$ cat src/rtl/irq_ctrl_pkg.sv
// Shared definitions for the interrupt controller: register map, FSM encoding
// and small bit-vector helpers.
package irq_ctrl_pkg;

    // IRQ register window, placed clear of the timer registers
    localparam logic [15:0] ADDR_IRQ_MASK = 16'hFF20;
    localparam logic [15:0] ADDR_IRQ_PEND = 16'hFF21;
    localparam logic [15:0] ADDR_IRQ_VEC  = 16'hFF22;
    localparam logic [15:0] ADDR_IRQ_EOI  = 16'hFF23;

    typedef enum logic [1:0] {
        ST_IDLE    = 2'd0,
        ST_REQ     = 2'd1,
        ST_SERVICE = 2'd2
    } irq_state_e;

    function automatic logic [7:0] onehot8(input logic [2:0] idx);
        return 8'b1 << idx;
    endfunction

    // Bits that correspond to implemented request lines
    function automatic logic [7:0] src_valid_mask(input int n);
        return 8'((1 << n) - 1);
    endfunction

endpackage

$ cat src/rtl/irq_ctrl_prio_enc.sv
// Lowest-index-wins priority encoder over the eight active request bits.
module irq_prio_enc (
    input  logic [7:0] req_i,
    output logic [2:0] idx_o,
    output logic       vld_o
);

    always_comb begin
        idx_o = '0;
        vld_o = |req_i;
        for (int i = 7; i >= 0; i--) begin
            if (req_i[i]) idx_o = 3'(i);
        end
    end

endmodule

$ cat src/rtl/irq_ctrl.sv
// Interrupt controller: edge-detected pending latch, CPU mask, and a single
// outstanding request held through ack until the CPU writes end-of-interrupt.
module irq_ctrl
    import irq_ctrl_pkg::*;
#(
    parameter int NUM_SRC = 8
) (
    input  logic               clk,
    input  logic               rst,
    input  logic [15:0]        addr,
    input  logic               we,
    input  logic [7:0]         di,
    // 'do' is a reserved word, so the read-data port carries a suffix
    output logic [7:0]         do_o,
    input  logic [NUM_SRC-1:0] src,
    output logic               irq,
    output logic [2:0]         irq_vec,
    input  logic               irq_ack
);

    localparam logic [7:0] SRC_MASK = src_valid_mask(NUM_SRC);

    irq_state_e state_q, state_d;
    logic [7:0] src_q, src_d;
    logic [7:0] mask_q, mask_d;
    logic [7:0] pend_q, pend_d;
    logic [2:0] vec_q, vec_d;

    logic [7:0] src8, rise, active, w1c_clr, ack_clr;
    logic       wr_mask, wr_pend, wr_eoi, in_service;
    logic [2:0] enc_idx;
    logic       enc_vld;

    always_comb begin
        src8                = '0;
        src8[NUM_SRC-1:0]   = src;
    end

    assign wr_mask = we && (addr == ADDR_IRQ_MASK);
    assign wr_pend = we && (addr == ADDR_IRQ_PEND);
    assign wr_eoi  = we && (addr == ADDR_IRQ_EOI);

    assign rise    = src8 & ~src_q;
    assign active  = pend_q & mask_q;
    assign w1c_clr = wr_pend ? di : 8'h00;

    irq_prio_enc u_prio (
        .req_i (active),
        .idx_o (enc_idx),
        .vld_o (enc_vld)
    );

    always_comb begin
        state_d = state_q;
        vec_d   = vec_q;
        ack_clr = '0;
        case (state_q)
            ST_IDLE: begin
                if (enc_vld) begin
                    state_d = ST_REQ;
                    vec_d   = enc_idx;
                end
            end
            ST_REQ: begin
                // Ack wins if the request is withdrawn in the same cycle
                if (irq_ack) begin
                    state_d = ST_SERVICE;
                    ack_clr = onehot8(vec_q);
                end else if (!active[vec_q]) begin
                    state_d = ST_IDLE;
                end
            end
            ST_SERVICE: begin
                if (wr_eoi) state_d = ST_IDLE;
            end
            default: state_d = ST_IDLE;
        endcase
    end

    // New edges override any clear landing in the same cycle
    always_comb begin
        src_d  = src8;
        pend_d = ((pend_q & ~(w1c_clr | ack_clr)) | rise) & SRC_MASK;
        mask_d = wr_mask ? (di & SRC_MASK) : mask_q;
    end

    always_ff @(posedge clk or negedge rst) begin
        if (!rst) begin
            state_q <= ST_IDLE;
            src_q   <= '0;
            mask_q  <= '0;
            pend_q  <= '0;
            vec_q   <= '0;
        end else begin
            state_q <= state_d;
            src_q   <= src_d;
            mask_q  <= mask_d;
            pend_q  <= pend_d;
            vec_q   <= vec_d;
        end
    end

    assign in_service = (state_q == ST_SERVICE);
    assign irq        = (state_q == ST_REQ);
    assign irq_vec    = vec_q;

    always_comb begin
        do_o = 8'h00;
        case (addr)
            ADDR_IRQ_MASK: do_o = mask_q;
            ADDR_IRQ_PEND: do_o = pend_q;
            ADDR_IRQ_VEC:  do_o = {in_service, 4'b0000, vec_q};
            default:       do_o = 8'h00;
        endcase
    end

endmodule

$ cat config.mk
export PLATFORM = sky130hd
export DESIGN_NAME = irq_ctrl
export DESIGN_NICKNAME = d
export VERILOG_FILES = /design/src/rtl/irq_ctrl_pkg.sv /design/src/rtl/irq_ctrl_prio_enc.sv /design/src/rtl/irq_ctrl.sv
export SDC_FILE = /design/constraint.sdc
export NUM_CORES = 1
export LEC_CHECK = 0
export CAP_MARGIN = 20
export CORE_MARGIN = 10
export CORE_UTILIZATION = 51
export CTS_BUF_LIST = sky130_fd_sc_hd__clkbuf_8
export CTS_CLUSTER_SIZE = 12
export DETAILED_ROUTE_END_ITERATION = 12
export GPL_ROUTABILITY_DRIVEN = 0
export HOLD_SLACK_MARGIN = 0.05
export PLACE_DENSITY = 0.87
export SLEW_MARGIN = 10
export SYNTH_ARGS = -nofsm -noshare
export SYNTH_HDL_FRONTEND = slang
export SYNTH_SLANG_ARGS = --single-unit
$ cat constraint.sdc
create_clock -name clk -period 4 [get_ports clk]
set_clock_uncertainty 0.1 [all_clocks]
set_input_delay 0.8 -clock clk [delete_from_list [all_inputs] [get_ports clk]]
set_output_delay 0.8 -clock clk [all_outputs]
set_load 0.1 [all_outputs]
==> metrics.csv <==
metric;value;unit
run_status;complete, no violations;
timing.critical_path.cells;clkdlybuf4s50_1 -> or4_4 -> nor4_2 -> nand2b_1 -> nor2_1 -> buf_12;
yosys_most_used_dff;sky130_fd_sc_hd__dfrtp_1;
finish.instance_area;2210;um^2
cts_root_buf;sky130_fd_sc_hd__clkbuf_8;
synthDominantAreaCellType;sky130_fd_sc_hd__dfrtp_1;
chipHeight;74.7;um
timing.final.hold_violations;0;
synth_area_leaders;sky130_fd_sc_hd__dfrtp_1 48%, sky130_fd_sc_hd__mux2_2 6.6%, sky130_fd_sc_hd__mux2i_1 5.2%;
critPathTopFamily;simple AND/OR/NAND/NOR gates;
rr_endpoint;irq_vec[0];
most_numerous_cell_in_the_yosys_netlist;sky130_fd_sc_hd__dfrtp_1;
max_clock_freq;269;MHz
endpoint_worst_hold;pend_q[5];
yosysSeqAreaShare;47.5;%
grt_util_all_layers;17.7;%
required;3100;ps
layout.nets;245;
floorplan.die_area;5580;um^2
setup_viol_count_final;0;
fp-row-count;19;
cts_hold_repair.buffers;0;
crit_path_start_kind;input port;
drt_drc_violations_left;0;
post-synth-top-area-fraction;47.5;%
cts_tree;built;
hold_class;reg -> reg;
grt_start_max_net_pins;30;
core_area;2810;um^2
clock_sink_count;29;
floorplan.die.width;74.7;um
endpoint_kind;primary output;
syn-mean-instance-area;9.86;um^2
total_standard_cell_area_after_synthesis;1530;um^2
firstDrtPassIters;4;
final-max-slew-violation-count;0;
synth.distinct_cells;32;
grt_antenna_before_repair;0;
synthesis.nets;191;
setup.worst_path.class;in -> out;
via_per_inst;6.17;
layout_cell_share_with_drive_strength_beyond_1;15.8;%
initial_utilization;54.5;%
vias_after_detailed_routing;1480;
hold_path.startpoint;src_q[5];
synth.ff_latch_count;29;
drtIter0Drc;157;
netlist_top_cells_count;29 x sky130_fd_sc_hd__dfrtp_1, 16 x sky130_fd_sc_hd__nand2_1, 16 x sky130_fd_sc_hd__o21ai_0;
leakage;0.983;nW
htree_levels;2;
post_dp_cell_area;2120;um^2
seq_area;726;um^2
crit_cells;6;
clock_insertion_delay_worst_skew;280;ps
r2r_start;mask_q[3];
drt-total-wl;4610;um
rsz0062_at_grt;false;
post-cts-setup-buffer-count;0;
worst_path_max_delay_cell;sky130_fd_sc_hd__or4_4;
ios;48;
final_min_period_over_clock_period;92.8;%
share_of_flip_flops_with_an_asynchronous_set_or_reset;100;%
number_of_global_route_vias_before_repair;1530;
dp_worst_setup_slack;304;ps
setup_ws;289;ps
drtAntennaViolNets;0;
cts-resized-gates;0;
worst-path-max-fanout;4;
post_synth_inst_count;155;
cts_made_buffers;5;
synth_warnings;0;
tightestPinTransition;984;ps
flow.area_growth_from_synthesis;44.6;%
minimum_period_implied_by_the_final_worst_setup_slack;3710;ps
whs_path_depth;1;
grt.overflow.total;0;
nFillCells;182;
port-buffer-count;47;
r2r_cells;4;
timing.hold.ws;330;ps
wl_per_cell;19.2;um
slowest_delay;570;ps
r2r_slack;2240;ps
critical_path_arrival;2810;ps
vdd.ir_drop.worst;0.237;mV
wire_length_of_the_first_global_routing_pass;7630;um
multi_input_gate_area;746;um^2
power-per-cell-area;273;nW/um^2
synth_edf_count;0;
detailed_placement_wirelength_estimate;3580;um
critical_path_buf_inv_count;2;
slew-limit-headroom;34.2;%
cap_violations;0;
clock_path_buffers;2;
antenna_cells_inserted;0;
clk_transition_reported_paths;60;ps
-- metal layers --
metal  routed length (um)  global-route usage (%)  vias up
li1                     -                       -      670
met4                  120                    7.77        0
met5                    0                       0        -
met1                 1860                    20.3      697
met2                 2180                    29.1       94
met3                  453                    6.44       19
-- sequential cells by signal, indices dropped and copies added, names as in the netlist --
register / cells
mask_q: 8
pend_q: 8
src_q: 8
irq_vec: 3
state_q: 2
-- power by group --
part	internal [W]	leakage, nW	switching [W]
sequential	0.000299	0.343	0.00000253
clock	0.000133	0.0485	0.000102
combinational	0.0000389	0.592	0.0000274
total	0.000471	0.983	0.000132
-- final cells by class --
type / count / area share, %
timing repair buffer: 51 / 26.2
clock buffer: 6 / 3.74
inverter: 9 / 1.53
tap: 31 / 1.76
clock inverter: 1 / 0.170
sequential: 29 / 32.9
multi-input combinational: 113 / 33.8
-- per-stage QoR --
stage | instances | utilization, % | setup TNS (ps) | total power, W
2_1_floorplan | 155 | - | -294 | 0.000324
6_report | 240 | 78.7 | 0 | 0.000602
3_5_place_dp | 233 | 75.6 | 0 | 0.000372
5_1_grt | 240 | 78.7 | 0 | 0.000628
3_3_place_gp | 233 | 75.6 | 0 | 0.000370
4_1_cts | 240 | 78.7 | 0 | 0.000607
-- layout by cell type (no fill, tap or decap), types with 3 or more instances in the layout --
cell and instances:
sky130_fd_sc_hd__a21oi_1 4, sky130_fd_sc_hd__a22oi_1 3, sky130_fd_sc_hd__and2_1 4, sky130_fd_sc_hd__and3_1 8, sky130_fd_sc_hd__buf_12 8, sky130_fd_sc_hd__buf_4 5, sky130_fd_sc_hd__clkbuf_8 6, sky130_fd_sc_hd__clkdlybuf4s50_1 38
sky130_fd_sc_hd__dfrtp_1 29, sky130_fd_sc_hd__inv_1 10, sky130_fd_sc_hd__mux2_2 9, sky130_fd_sc_hd__mux2i_1 8, sky130_fd_sc_hd__nand2_1 16, sky130_fd_sc_hd__nand2b_1 3, sky130_fd_sc_hd__nand3_1 6, sky130_fd_sc_hd__nor2_1 6
sky130_fd_sc_hd__nor2b_1 3, sky130_fd_sc_hd__o21ai_0 16, sky130_fd_sc_hd__o22ai_1 12
-- worst reg2reg max path, cell delays in order (launching register included) --
cell,delay [ps]
sky130_fd_sc_hd__dfrtp_1,450
sky130_fd_sc_hd__a22oi_1,270
sky130_fd_sc_hd__nand2_1,110
sky130_fd_sc_hd__o21ai_0,350
sky130_fd_sc_hd__mux2_2,380
-- worst max-delay path by stage --
stage               startpoint  slack (ps)      end
global placement       addr[2]         360  do_o[3]
global route           addr[2]         230  do_o[5]
detailed placement     addr[2]         300  do_o[5]
CTS                    addr[2]         290  do_o[5]
finish                 addr[2]         290  do_o[5]
floorplan              addr[2]         -70  do_o[3]
-- kinds of logic after synthesis --
group | after synthesis | share of synthesized area [%]
simple gates | 56 | 21.1
compound gates | 40 | 15.8
flops | 29 | 47.5
mux | 17 | 11.9
buf+inv | 13 | 3.69
No activity file was read; power rests on OpenSTA's default activity.
